## src/rtl/usb_pkg.sv

```systemverilog
// Shared USB endpoint definitions: buffer geometry and the buffer arbiter state encoding.
package usb_pkg;

    localparam int BUF_DEPTH = 64;
    localparam int BUF_OCC_W = 7;

    typedef enum logic [2:0] {
        S_IDLE      = 3'd0,
        S_RX_ACTIVE = 3'd1,
        S_RX_HELD   = 3'd2,
        S_TX_FILL   = 3'd3,
        S_TX_ACTIVE = 3'd4,
        S_CLEARING  = 3'd5
    } buf_state_t;

endpackage

```

## src/rtl/buffer_arbiter.sv

```systemverilog
// Sequencing controller for the 64-byte endpoint buffer. Grants one requester per
// cycle (host register side or USB RX/TX side), owns every buffer strobe, and
// tracks packet-level ownership of the buffer through a single FSM.
module buffer_arbiter
    import usb_pkg::*;
#(
    parameter int DEPTH = BUF_DEPTH,
    parameter int OCC_W = BUF_OCC_W
) (
    input  logic             clk,
    input  logic             rst,
    input  logic             host_wr_req,
    input  logic [7:0]       host_wr_data,
    input  logic             host_rd_req,
    input  logic             host_clear,
    input  logic             rx_start,
    input  logic             rx_byte_valid,
    input  logic [7:0]       rx_byte,
    input  logic             rx_done,
    input  logic             rx_error,
    input  logic             tx_start,
    input  logic             tx_byte_req,
    input  logic [OCC_W-1:0] buff_occ,
    output logic             store_tx_data,
    output logic             store_rx_data,
    output logic             get_tx_data,
    output logic             get_rx_data,
    output logic             clear,
    output logic             flush,
    output logic [7:0]       tx_data,
    output logic [7:0]       RX_packet_data,
    output logic             host_wr_ack,
    output logic             host_rd_ack,
    output logic             rx_byte_ack,
    output logic             tx_byte_ack,
    output logic             host_err,
    output logic             rx_overflow,
    output logic             rx_packet_ready,
    output logic             tx_busy,
    output logic [2:0]       state
);

    localparam logic [OCC_W-1:0] OCC_FULL = OCC_W'(DEPTH);
    localparam logic [OCC_W-1:0] OCC_ONE  = OCC_W'(1);

    buf_state_t       cur_state;
    logic [OCC_W-1:0] occ_eff;

    // Occupancy the buffer will hold once the strobe currently on the wires lands;
    // buff_occ itself lags our strobes by one cycle, so back-to-back grants use this.
    always_comb begin
        occ_eff = buff_occ;
        if (clear || flush)
            occ_eff = '0;
        else if (store_tx_data || store_rx_data)
            occ_eff = buff_occ + OCC_ONE;
        else if (get_tx_data || get_rx_data)
            occ_eff = buff_occ - OCC_ONE;
    end

    // Packet-level ownership FSM; every strobe and error pulse is registered here.
    always_ff @(posedge clk) begin
        if (rst) begin
            cur_state      <= S_IDLE;
            store_tx_data  <= 1'b0;
            store_rx_data  <= 1'b0;
            get_tx_data    <= 1'b0;
            get_rx_data    <= 1'b0;
            clear          <= 1'b0;
            flush          <= 1'b0;
            host_err       <= 1'b0;
            rx_overflow    <= 1'b0;
            tx_data        <= 8'h00;
            RX_packet_data <= 8'h00;
        end else begin
            store_tx_data <= 1'b0;
            store_rx_data <= 1'b0;
            get_tx_data   <= 1'b0;
            get_rx_data   <= 1'b0;
            clear         <= 1'b0;
            flush         <= 1'b0;
            host_err      <= 1'b0;
            rx_overflow   <= 1'b0;

            case (cur_state)
                S_IDLE: begin
                    host_err <= host_rd_req;
                    if (host_clear) begin
                        cur_state <= S_CLEARING;
                        clear     <= 1'b1;
                    end else if (rx_start) begin
                        cur_state <= S_RX_ACTIVE;
                    end else if (host_wr_req) begin
                        cur_state     <= S_TX_FILL;
                        store_tx_data <= 1'b1;
                        tx_data       <= host_wr_data;
                    end
                end

                S_RX_ACTIVE: begin
                    host_err <= host_wr_req | host_rd_req;
                    if (rx_error) begin
                        cur_state <= S_IDLE;
                        flush     <= 1'b1;
                    end else begin
                        if (rx_byte_valid) begin
                            if (occ_eff < OCC_FULL) begin
                                store_rx_data  <= 1'b1;
                                RX_packet_data <= rx_byte;
                            end else begin
                                rx_overflow <= 1'b1;
                            end
                        end
                        if (rx_done)
                            cur_state <= S_RX_HELD;
                    end
                end

                S_RX_HELD: begin
                    host_err <= host_wr_req;
                    if (host_clear) begin
                        cur_state <= S_CLEARING;
                        clear     <= 1'b1;
                    end else if (host_rd_req) begin
                        if (occ_eff != '0) begin
                            get_rx_data <= 1'b1;
                            if (occ_eff == OCC_ONE)
                                cur_state <= S_IDLE;
                        end else begin
                            host_err <= 1'b1;
                        end
                    end
                end

                S_TX_FILL: begin
                    host_err <= host_rd_req;
                    if (host_clear) begin
                        cur_state <= S_CLEARING;
                        clear     <= 1'b1;
                    end else if (tx_start) begin
                        cur_state <= S_TX_ACTIVE;
                        host_err  <= host_wr_req | host_rd_req;
                    end else if (host_wr_req) begin
                        if (occ_eff < OCC_FULL) begin
                            store_tx_data <= 1'b1;
                            tx_data       <= host_wr_data;
                        end else begin
                            host_err <= 1'b1;
                        end
                    end
                end

                S_TX_ACTIVE: begin
                    host_err <= host_wr_req | host_rd_req;
                    if (tx_byte_req && (occ_eff != '0))
                        get_tx_data <= 1'b1;
                    else if (occ_eff == '0)
                        cur_state <= S_IDLE;
                end

                S_CLEARING: begin
                    host_err  <= host_wr_req | host_rd_req;
                    cur_state <= S_IDLE;
                end

                default: cur_state <= S_IDLE;
            endcase
        end
    end

    assign host_wr_ack     = store_tx_data;
    assign rx_byte_ack     = store_rx_data;
    assign host_rd_ack     = get_rx_data;
    assign tx_byte_ack     = get_tx_data;
    assign rx_packet_ready = (cur_state == S_RX_HELD);
    assign tx_busy         = (cur_state == S_TX_ACTIVE);
    assign state           = cur_state;

endmodule
```

## config.mk

```make
export PLATFORM = sky130hd
export DESIGN_NAME = buffer_arbiter
export DESIGN_NICKNAME = d
export VERILOG_FILES = /design/src/rtl/usb_pkg.sv /design/src/rtl/buffer_arbiter.sv
export SDC_FILE = /design/constraint.sdc
export NUM_CORES = 1
export LEC_CHECK = 0
export ABC_CLOCK_PERIOD_IN_PS = 2740
export CAP_MARGIN = 20
export CORE_MARGIN = 3
export CORE_UTILIZATION = 38
export DETAILED_ROUTE_END_ITERATION = 16
export GPL_ROUTABILITY_DRIVEN = 0
export PLACE_DENSITY = 0.77
export SKIP_CTS_REPAIR_TIMING = 1
export SLEW_MARGIN = 40
export SYNTH_ARGS = -nofsm -noshare
export SYNTH_HDL_FRONTEND = slang
export SYNTH_SLANG_ARGS = --single-unit
```

## constraint.sdc

```tcl
create_clock -name clk -period 2.74 [get_ports clk]
set_clock_uncertainty 0.1 [all_clocks]
set_input_delay 0.548 -clock clk [delete_from_list [all_inputs] [get_ports clk]]
set_output_delay 0.548 -clock clk [all_outputs]
set_load 0.02 [all_outputs]
```

==> impl_metrics.csv, run 1 <==
group,metric,value,unit
outcome,result_of_the_run,"finished clean",
cells_and_area,area.growth.synth_to_final,62.9,%
min_path,worstHoldStart,"tx_data[3]$_SDFFE_PP0P_",
logic_synthesis,synth_async_sr_flop_share,0,%
logic_synthesis,netlist_area,1540,um^2
sta,maxSlewHeadroom,67.6,%
logic_synthesis,postSynthCellCount,175,
power_and_ir_drop,net-switching-power,469,uW
detailed_routing,drtIter0Drc,83,
clock_network,clk_pin_slew_worst_paths,0.09,ns
logic_synthesis,ys_dominant_reg_cell,"sky130_fd_sc_hd__dfxtp_1",
clock_network,clock_sink_count,27,
power_and_ir_drop,seqPwrFrac,37.6,%
logic_synthesis,synth_seq_cells,27,
logic_synthesis,synth.yosys.seq_area_share,35.2,%
cells_and_area,finalNetCount,297,
floorplan,dieWidth,69.6,um
logic_synthesis,synth_fp_nets,211,
grt,grt-busiest-layer,"met2",
grt,via_count_of_the_first_global_routing_pass,1555,
worst_setup_path,max_stage_delay,0.47,ns
clock_network,total_cts_buffers,3,
floorplan,initial_core_util,40.7,%
grt,grt_use_total,17.5,%
cells_and_area,finalCoreUtilization,66.4,%
worst_setup_path,critical_path.most_common_cell,"sky130_fd_sc_hd__buf_4",
worst_setup_path,worstRegToRegCells,9,
grt,grtUsageMet3,5.07,%
sta,timing_max_transition_violations_final,0,
logic_synthesis,synth-edff-count,0,
sta,period_needed,2.64,ns
sta,setup_viol,0,
sta,finalHoldViolCount,0,
floorplan,core_region_area,3770,um^2
cells_and_area,insertedDiodeCount,0,
detailed_routing,drt_pass1_iterations,5,
detailed_routing,detailroute.via_count,1625,
worst_setup_path,cpMaxStageDelayCell,"sky130_fd_sc_hd__clkdlybuf4s50_1",
cells_and_area,drive_gt1_share,19.6,%
floorplan,die_area,4840,um^2
detailed_routing,drt.antenna.violating_nets,0,
detailed_routing,detail_route.wirelength,4.44,mm
worst_setup_path,crit_fanout,4,
worst_setup_path,timing.reg2reg.setup_slack,0.32,ns
cells_and_area,layout.cell_area.non_filler,2500,um^2
clock_network,tritoncts,"done",
logic_synthesis,netlist-cell-type-count,49,
clock_network,cts_root_buf,"sky130_fd_sc_hd__clkbuf_8",
grt,gr-total-overflow,0,
power_and_ir_drop,power_density,519,nW/um^2
logic_synthesis,yosysWarningCount,0,
detailed_routing,avgViaCountPerCell,5.28,
grt,pin_count_of_the_biggest_net_entering_global_routing,17,
worst_setup_path,crit_chain,"clkdlybuf4s50_1, buf_4, nor2_1, a41oi_1, a31oi_2, o32ai_2, a41oi_2, buf_4, a31oi_1, a2111oi_1",
power_and_ir_drop,clock_power_share,17.3,%
power_and_ir_drop,internal_power,831,uW
cells_and_area,fillCellCount,293,
min_path,min_delay_worst_endpoint,"tx_data[3]$_SDFFE_PP0P_",
worst_setup_path,r2r_start,"rx_byte_ack$_SDFF_PP0_",
run,cap_viol_max_count,0,
cells_and_area,sequential_cell_area,541,um^2
power_and_ir_drop,peakVddDrop,0.410,mV
detailed_routing,detail_route.drc_violations,0,
sta,layout_worst_path_cycle_share,96.3,%
cells_and_area,multi_input_comb_area,928,um^2
grt,met1_track_utilization_from_global_routing,23.6,%
sta,worst-slew-pin-transition,0.485,ns
worst_setup_path,cp.required,2.79,ns
logic_synthesis,synth.avg_cell_area,8.78,um^2
grt,grt_antenna_before_repair,0,
place,detailedPlacementHpwl,3.25,mm
clock_network,ctsHtreeMaxLevel,1,
grt,wire_length_of_the_first_global_routing_pass,7.18,mm
worst_setup_path,crit_buf_inv,3,
worst_setup_path,timing.setup.critical_path_class,"primary input to flop",
floorplan,die_h,69.6,um
clock_network,clk_latency,0.26,ns
power_and_ir_drop,power.share.combinational,45.1,%
grt,grt.met2_usage,28.4,%
sta,hold_ws,0.404,ns
clock_network,cts_buffer_depth,2,
power_and_ir_drop,power,1.30,mW
worst_setup_path,crit_path_end_kind,"flop",
worst_setup_path,crit_arrival,2.69,ns
place,port_buffers,66,
min_path,hold_path.class,"flop to flop",
worst_setup_path,rr_endpoint,"state[1]$_SDFFE_PP0P_",
place,placement.cell_area,2370,um^2
floorplan,boundaryPins,67,
floorplan,num_rows,22,
min_path,min_path_cells,2,
worst_setup_path,worst_path_dominant_cell_family,"compound AO/OA/AOI/OAI gates",
power_and_ir_drop,net_sw_share,36.1,%
power_and_ir_drop,leakagePower,1.03,nW
worst_setup_path,startpoint_type,"primary input",
sta,max_freq,379,MHz
detailed_routing,dr_wl_cell,14.4,um
sequential cells by signal, summed over array words and instances (netlist names):
signal	count
get_tx_data	1
state	3
RX_packet_data	8
tx_data	8
rx_byte_ack	1
get_rx_data	1
rx_overflow	1
clear	1
host_err	1
host_wr_ack	1
flush	1
metrics by stage:
| step | worst slack [ns] | setup TNS [ns] | cells |
|---|---|---|---|
| 3_3_place_gp | -0.504 | -9.14 | 303 |
| 4_1_cts | -0.293 | -3.52 | 307 |
| 6_report | 0.101 | 0 | 308 |
| 5_1_grt | -0.0215 | -0.0215 | 308 |
| 3_5_place_dp | -0.557 | -9.52 | 303 |
| 2_1_floorplan | 0.0339 | 0 | 175 |
layer usage:
metal,vias up,wire length [um]
met1,762,1970
li1,807,-
met2,54,2130
met3,2,324
met5,-,0
met4,0,10
synthesized netlist by cell type, types with 3 or more instances:
cell type	n	share of area, %
sky130_fd_sc_hd__o21ai_0	5	1.6
sky130_fd_sc_hd__a21oi_1	9	2.9
sky130_fd_sc_hd__nor4b_1	4	2.3
sky130_fd_sc_hd__mux2i_1	18	12
sky130_fd_sc_hd__nor3_1	5	1.6
sky130_fd_sc_hd__a31oi_1	5	2.0
sky130_fd_sc_hd__nand2_1	7	1.7
sky130_fd_sc_hd__nor2_1	30	7.3
sky130_fd_sc_hd__buf_4	7	3.4
sky130_fd_sc_hd__inv_1	8	2.0
sky130_fd_sc_hd__dfxtp_1	27	35
sky130_fd_sc_hd__and2_1	3	1.2
final cells by class:
| cell class | count | area share [%] |
|---|---|---|
| clock buffer | 3 | 1.65 |
| timing repair buffer | 93 | 35.8 |
| multi-input combinational | 128 | 37.1 |
| sequential | 27 | 21.6 |
| clock inverter | 1 | 0.300 |
| tap | 48 | 2.40 |
| inverter | 8 | 1.20 |
placed cells by master, fill, tap and decap left out, types with 2 or more instances in the layout:
master	count
sky130_fd_sc_hd__ha_2	2
sky130_fd_sc_hd__a21oi_1	9
sky130_fd_sc_hd__clkdlybuf4s50_1	63
sky130_fd_sc_hd__mux2i_1	18
sky130_fd_sc_hd__dfxtp_1	27
sky130_fd_sc_hd__nor3_1	4
sky130_fd_sc_hd__nand2_1	7
sky130_fd_sc_hd__nor4_1	2
sky130_fd_sc_hd__a31oi_1	3
sky130_fd_sc_hd__or3_4	2
sky130_fd_sc_hd__clkbuf_8	3
sky130_fd_sc_hd__a31oi_2	2
sky130_fd_sc_hd__o2111a_1	2
sky130_fd_sc_hd__buf_12	2
sky130_fd_sc_hd__nor2_1	30
sky130_fd_sc_hd__inv_1	8
sky130_fd_sc_hd__xnor2_1	2
sky130_fd_sc_hd__or2_2	2
sky130_fd_sc_hd__o21ai_0	5
sky130_fd_sc_hd__nor4b_1	4
sky130_fd_sc_hd__dlymetal6s2s_1	3
sky130_fd_sc_hd__nand2b_1	2
sky130_fd_sc_hd__buf_4	25
sky130_fd_sc_hd__and3_1	2
sky130_fd_sc_hd__and2_1	3
logic make-up after synthesis:
family | share of synthesized area [%]
XOR/XNOR | 1.14
flip-flops | 35.2
adder cells (fa/ha/maj) | 1.63
multiplexers | 11.7
buffers and inverters | 7.82
AND/OR/NAND/NOR | 20.7
AO/OA/AOI/OAI | 21.8
power groups by stage:
stage | logic (mW) | clock network, mW | registers, mW
floorplan | 0.296 | 0 | 0.520
global placement | 0.558 | 0 | 0.494
detailed placement | 0.559 | 0 | 0.496
CTS | 0.562 | 0.232 | 0.487
global route | 0.630 | 0.244 | 0.499
finish | 0.587 | 0.225 | 0.489
worst max path at each step:
stage,slack [ns],startpoint,end,cells after the start
floorplan,0.03,buff_occ[0],host_err$_SDFF_PP0_,9
global placement,-0.50,buff_occ[0],state[1]$_SDFFE_PP0P_,11
detailed placement,-0.56,buff_occ[0],host_err$_SDFF_PP0_,10
CTS,-0.29,buff_occ[0],host_err$_SDFF_PP0_,10
global route,-0.02,buff_occ[3],state[2]$_SDFFE_PP0P_,10
finish,0.10,buff_occ[3],state[2]$_SDFFE_PP0P_,10
worst register-to-register path: cells and delay by family, from the launching register on:
| family | cells | cell delay (ns) |
|---|---|---|
| buffers and inverters | 2 | 0.33 |
| AO/OA/AOI/OAI | 5 | 0.87 |
| AND/OR/NAND/NOR | 2 | 0.66 |
| flip-flops | 1 | 0.40 |
No activity file was read; power rests on OpenSTA's default activity.
==> inputs of run 2 (changes only) <==
--- a/config.mk
+++ b/config.mk
@@ -9,6 +9,7 @@
 export CAP_MARGIN = 20
 export CORE_MARGIN = 3
 export CORE_UTILIZATION = 38
+export CTS_CLUSTER_DIAMETER = 50
 export DETAILED_ROUTE_END_ITERATION = 16
 export GPL_ROUTABILITY_DRIVEN = 0
 export PLACE_DENSITY = 0.77
==> results of run 2 <==
Final layout, timing and power as in run 1 (identical DEF).
==> RTL edit 1, RTL diff (flow settings as in run 2) <==
Register the output `host_err` once more, without a reset; this adds one clock of latency there. The other outputs are not delayed to match.
--- a/src/rtl/buffer_arbiter.sv
+++ b/src/rtl/buffer_arbiter.sv
@@ -43,6 +43,8 @@
     localparam logic [OCC_W-1:0] OCC_FULL = OCC_W'(DEPTH);
     localparam logic [OCC_W-1:0] OCC_ONE  = OCC_W'(1);
 
+    logic host_err_s0;
+
     buf_state_t       cur_state;
     logic [OCC_W-1:0] occ_eff;
 
@@ -68,7 +70,7 @@
             get_rx_data    <= 1'b0;
             clear          <= 1'b0;
             flush          <= 1'b0;
-            host_err       <= 1'b0;
+            host_err_s0    <= 1'b0;
             rx_overflow    <= 1'b0;
             tx_data        <= 8'h00;
             RX_packet_data <= 8'h00;
@@ -79,12 +81,12 @@
             get_rx_data   <= 1'b0;
             clear         <= 1'b0;
             flush         <= 1'b0;
-            host_err      <= 1'b0;
+            host_err_s0   <= 1'b0;
             rx_overflow   <= 1'b0;
 
             case (cur_state)
                 S_IDLE: begin
-                    host_err <= host_rd_req;
+                    host_err_s0 <= host_rd_req;
                     if (host_clear) begin
                         cur_state <= S_CLEARING;
                         clear     <= 1'b1;
@@ -98,7 +100,7 @@
                 end
 
                 S_RX_ACTIVE: begin
-                    host_err <= host_wr_req | host_rd_req;
+                    host_err_s0 <= host_wr_req | host_rd_req;
                     if (rx_error) begin
                         cur_state <= S_IDLE;
                         flush     <= 1'b1;
@@ -117,7 +119,7 @@
                 end
 
                 S_RX_HELD: begin
-                    host_err <= host_wr_req;
+                    host_err_s0 <= host_wr_req;
                     if (host_clear) begin
                         cur_state <= S_CLEARING;
                         clear     <= 1'b1;
@@ -127,31 +129,31 @@
                             if (occ_eff == OCC_ONE)
                                 cur_state <= S_IDLE;
                         end else begin
-                            host_err <= 1'b1;
+                            host_err_s0 <= 1'b1;
                         end
                     end
                 end
 
                 S_TX_FILL: begin
-                    host_err <= host_rd_req;
+                    host_err_s0 <= host_rd_req;
                     if (host_clear) begin
                         cur_state <= S_CLEARING;
                         clear     <= 1'b1;
                     end else if (tx_start) begin
                         cur_state <= S_TX_ACTIVE;
-                        host_err  <= host_wr_req | host_rd_req;
+                        host_err_s0 <= host_wr_req | host_rd_req;
                     end else if (host_wr_req) begin
                         if (occ_eff < OCC_FULL) begin
                             store_tx_data <= 1'b1;
                             tx_data       <= host_wr_data;
                         end else begin
-                            host_err <= 1'b1;
+                            host_err_s0 <= 1'b1;
                         end
                     end
                 end
 
                 S_TX_ACTIVE: begin
-                    host_err <= host_wr_req | host_rd_req;
+                    host_err_s0 <= host_wr_req | host_rd_req;
                     if (tx_byte_req && (occ_eff != '0))
                         get_tx_data <= 1'b1;
                     else if (occ_eff == '0)
@@ -159,7 +161,7 @@
                 end
 
                 S_CLEARING: begin
-                    host_err  <= host_wr_req | host_rd_req;
+                    host_err_s0 <= host_wr_req | host_rd_req;
                     cur_state <= S_IDLE;
                 end
 
@@ -176,4 +178,8 @@
     assign tx_busy         = (cur_state == S_TX_ACTIVE);
     assign state           = cur_state;
 
+    always_ff @(posedge clk) begin
+        host_err <= host_err_s0;
+    end
+
 endmodule
Function: changed (a bounded check fails within 4 cycles, from zero or initial values and one cycle with rst high).
==> RTL edit 1 against run 2 <==
Non-clock buffer count decreased by 10. Via count down 5.7%. First-iteration DRC count decreased by 30%. Area after synthesis shrank 0.81%. Power up 24%. Global-route usage down 1.1 points. Fmax increased by 1.7%. Worst setup slack improved by 0.045 ns. Sequential share of layout area increased by 1.4 points. Wire length down 8.6%. Sequential cell count up 1. Die area shrank 0.75%. Clock power up 45%. Cell area is 2.4% lower. Highest routed layer unchanged.
==> RTL edit 1: results (changes against run 2) <==
* Slew margin rel. at 68.79% (+1.2 points)
* Pre-CTS setup slack at -0.5095 ns (+0.04707 ns)
* Vias per std cell at 5.268 (-0.15%)
* GRT Overall Usage at 16.45% (-1.1 points)
* Number of inserted diodes at 0 (unchanged)
* Worst Hold Class: reg2reg
* Ys Warns at 0 (unchanged)
* Synth cell count leaders: dfxtp_1 (28), nor2_1 (24), mux2i_1 (18)
* Arrival @ worst endpoint at 2.67 ns (-0.02 ns)
* Worst Setup EP: state[2]
* Post-synth ARST share at 0% (unchanged)
* Largest net degree at the start of global routing at 20 (+3)
* Vias in the first global route at 1,497 (-3.7%)
* Placed instance area at 2278 um^2 (-4.1%)
* Avg Synthesized Cell Area at 9.071 um^2 (+3.3%)
* First-pass GRT wire length at 6741 um (-6.1%)
* Routed WL at 4054 um (-8.6%)
* Clk buf depth at 2 (unchanged)
* Clock Latency Late Sink at 0.27 ns
* NumNets Final at 280 (-5.7%)
* Fill cells at 331 (+13%)
* Max IR drop VDD at 0.0005024 V (+22%)
* Status: completed
* Setup_tns at 0 ns (unchanged)
* Initial antenna violation count at 0 (unchanged)
* Unique masters post-synth at 51 (+4.1%)
* Core Util, Final at 64.76% (-1.6 points)
* Syn nets at 204 (-3.3%)
* First DRT Iteration DRCs at 58 (-30%)
* Post-synth EDFFs at 0 (unchanged)
* Synth area leaders: dfxtp_1 (37%), mux2i_1 (12%), nor2_1 (5.9%), nor3_1 (3.6%), nand2_1 (2.5%)
* Worst Slack Setup Final at 0.1460 ns (+0.04504 ns)
* HP Start: host_err_s0
* CTS H-Tree Depth at 1 (unchanged)
* R2R Setup Slk at 0.27 ns (-0.05 ns)
* Cells after DPL at 282 (-6.9%)
* Root Driver: clkbuf_8
* Reg2Reg Launch Point: rx_byte_ack
* Leakage power at 0.9907 nW (-3.8%)
* DRT Pass-1 Iters at 4 (-1)
* Crit. Startpoint: buff_occ[5]
* Fin cells at 291 (-5.5%)
* PortBufs at 66 (unchanged)
* Depth of the most critical reg-to-reg path at 9 (unchanged)
* Layout cells sized above 1 at 15.64% (-4.0 points)
* Clock slew at reported path FFs at 0.10 ns
* Post-DP HPWL at 2955 um (-9.2%)
* Total CTS buffers at 3 (unchanged)
* Register area share after synthesis at 36.78% (+1.6 points)
* Worst-path fanout max at 3 (-1)
[RTL edit 1: worst min path at each step]
| stage | to | slack, ns | depth (start not counted) |
|---|---|---|---|
| 4_1_cts | host_err | 0.25 | 0 |
| 5_1_grt | host_err | 0.25 | 0 |
| 2_1_floorplan | host_err | 0.21 | 0 |
| 6_report | host_err | 0.25 | 0 |
| 3_5_place_dp | host_err | 0.23 | 0 |
| 3_3_place_gp | host_err | 0.24 | 0 |
[RTL edit 1: power breakdown]
| part | switching [mW] | internal [mW] |
|---|---|---|
| logic | 0.370 | 0.374 |
| registers | 0.0799 | 0.461 |
| clock network | 0.130 | 0.196 |
| total | 0.579 | 1.03 |
[RTL edit 1: logic make-up (layout without fill, tap and decap cells)]
kind of cell	after synthesis	count (layout)	synth area share (%)
fa+ha+maj	2	2	1.642
compound gates	33	33	19.62
simple gates	64	64	21.10
mux	18	18	11.82
xor+xnor	4	4	2.792
buf+inv	19	94	6.240
flops	28	28	36.78
[RTL edit 1: critical path: stages]
cell and delay (ns):
clkdlybuf4s50_1 0.48, nor4b_2 0.19, a41oi_1 0.14, o32a_1 0.41, nor4_2 0.33, a2bb2oi_2 0.22
o21ai_2 0.10, o2111a_1 0.26
[RTL edit 1: layer usage]
layer	track usage, %	part of all wire (%)
met1	21.50	44
met2	28.07	50
met3	3.333	5.3
met4	3.254	0.64
met5	0	0
[RTL edit 1: final cells by class]
class	count	share of cell area [%]
clock inverters	1	1.230
repair buffers	83	33.56
well taps	48	2.459
flip-flops and latches	28	22.95
clock buffers	3	1.691
multi-input cells	121	37.04
inverters	7	1.076
==> RTL edit 2, RTL diff (settings of run 2) <==
Made on the original files. Change the package constant `BUF_OCC_W` from 7 to 6.
--- a/src/rtl/usb_pkg.sv
+++ b/src/rtl/usb_pkg.sv
@@ -2,7 +2,7 @@
 package usb_pkg;
 
     localparam int BUF_DEPTH = 64;
-    localparam int BUF_OCC_W = 7;
+    localparam int BUF_OCC_W = 6;
 
     typedef enum logic [2:0] {
         S_IDLE      = 3'd0,
Ports: changed (resized buff_occ); port bits go from 67 to 66. No check against the original RTL was run, so the function may have changed too.
==> RTL edit 2 against run 2 <==
Global-route usage fell by 1.5 points. Power shrank 47%. Non-clock buffer count shrank 44. Cell area shrank 38%. Sequential cell count is 9 lower. Worst setup slack gained 0.084 ns. Area after synthesis is 30% lower. Wire length down 40%. Count of clock-buffer cells in the layout up 1. Critical path type is now reg2out. Highest routed layer unchanged.
==> RTL edit 2: results (changes against run 2) <==
* Cells after DPL at 200 (-34%)
* M1 wire length at 1122 um (-43%)
* Placed instance area at 1519 um^2 (-36%)
* Worst R2R End: host_err
* Hold Path Sink: tx_data[1]
* Fill cells at 248 (-15%)
* Met3 Use GR at 4.793% (-0.28 points)
* Vias in the first global route at 1,043 (-33%)
* Worst Setup EP: rx_packet_ready
* GRT Overall Usage at 16.00% (-1.5 points)
* Clock Latency Late Sink at 0.30 ns (+0.04 ns)
* Synth cell count leaders: nor2_1 (20), dfxtp_1 (18), buf_4 (13)
* Max incr delay on CP at 0.66 ns (+0.19 ns)
* Clock power share at 24.7% (+7.4 points)
* Seq power at 0.303 mW (-38%)
* Reg2Reg Launch Point: host_wr_ack
* Met3 routed WL at 261 um (-19%)
* HP Start: tx_data[1]
* Routed WL at 2668 um (-40%)
* R2R Setup Slk at 0.71 ns (+0.39 ns)
* First-pass GRT wire length at 4409 um (-39%)
* Synth area leaders: dfxtp_1 (33%), mux2i_1 (9.3%), buf_4 (9.0%), nor2_1 (7.0%), a21oi_1 (2.8%)
* Avg WL per Cell at 13.08 um (-9.2%)
* Pre-CTS setup slack at 0.07387 ns (+0.6304 ns)
* Max IR drop VDD at 0.0003862 V (-5.9%)
* PortBufs at 47 (-29%)
* Status: completed
* Layout cells sized above 1 at 7.471% (-12 points)
* Met1 global-route usage at 19.92% (-3.7 points)
* Depth of the most critical reg-to-reg path at 5 (-4)
* Achievable frequency at 0.3914 GHz (+3.3%)
* WL met2 at 1267 um (-41%)
* Arrival @ worst endpoint at 1.91 ns (-0.78 ns)
* Switching Fraction at 31.90% (-4.2 points)
-- RTL edit 2: cell types whose count changed in the layout (fill, tap and decap cells not counted), sizes merged, moves of 8 or more --
cell / change
buf: -25
conb: +10
nor2: -9
clkdlybuf4s50: -16
mux2i: -8
dfxtp: -9
-- RTL edit 2: per-stage QoR --
stage	hold WS, ns	power (mW)
floorplan	0.4902	0.4337
global placement	0.3748	0.5166
detailed placement	0.3950	0.5205
CTS	0.4188	0.6905
global route	0.4503	0.7219
finish	0.4117	0.6852
-- RTL edit 2: final cells by class --
cell class	count	share of cell area (%)
sequential	18	23.17
inverter	7	1.689
clock buffer	4	2.333
tap	30	2.414
timing repair buffer	49	31.21
multi-input combinational	96	39.18
-- RTL edit 2: cells by family after synthesis --
logic type,count (synthesis),share of synthesized area (%)
AO/OA/AOI/OAI,22,15.18
XOR/XNOR,1,0.8113
adder cells (fa/ha/maj),2,2.317
buffers and inverters,25,13.32
flip-flops,18,33.37
multiplexers,10,9.270
other,1,0.3473
AND/OR/NAND/NOR,51,25.38
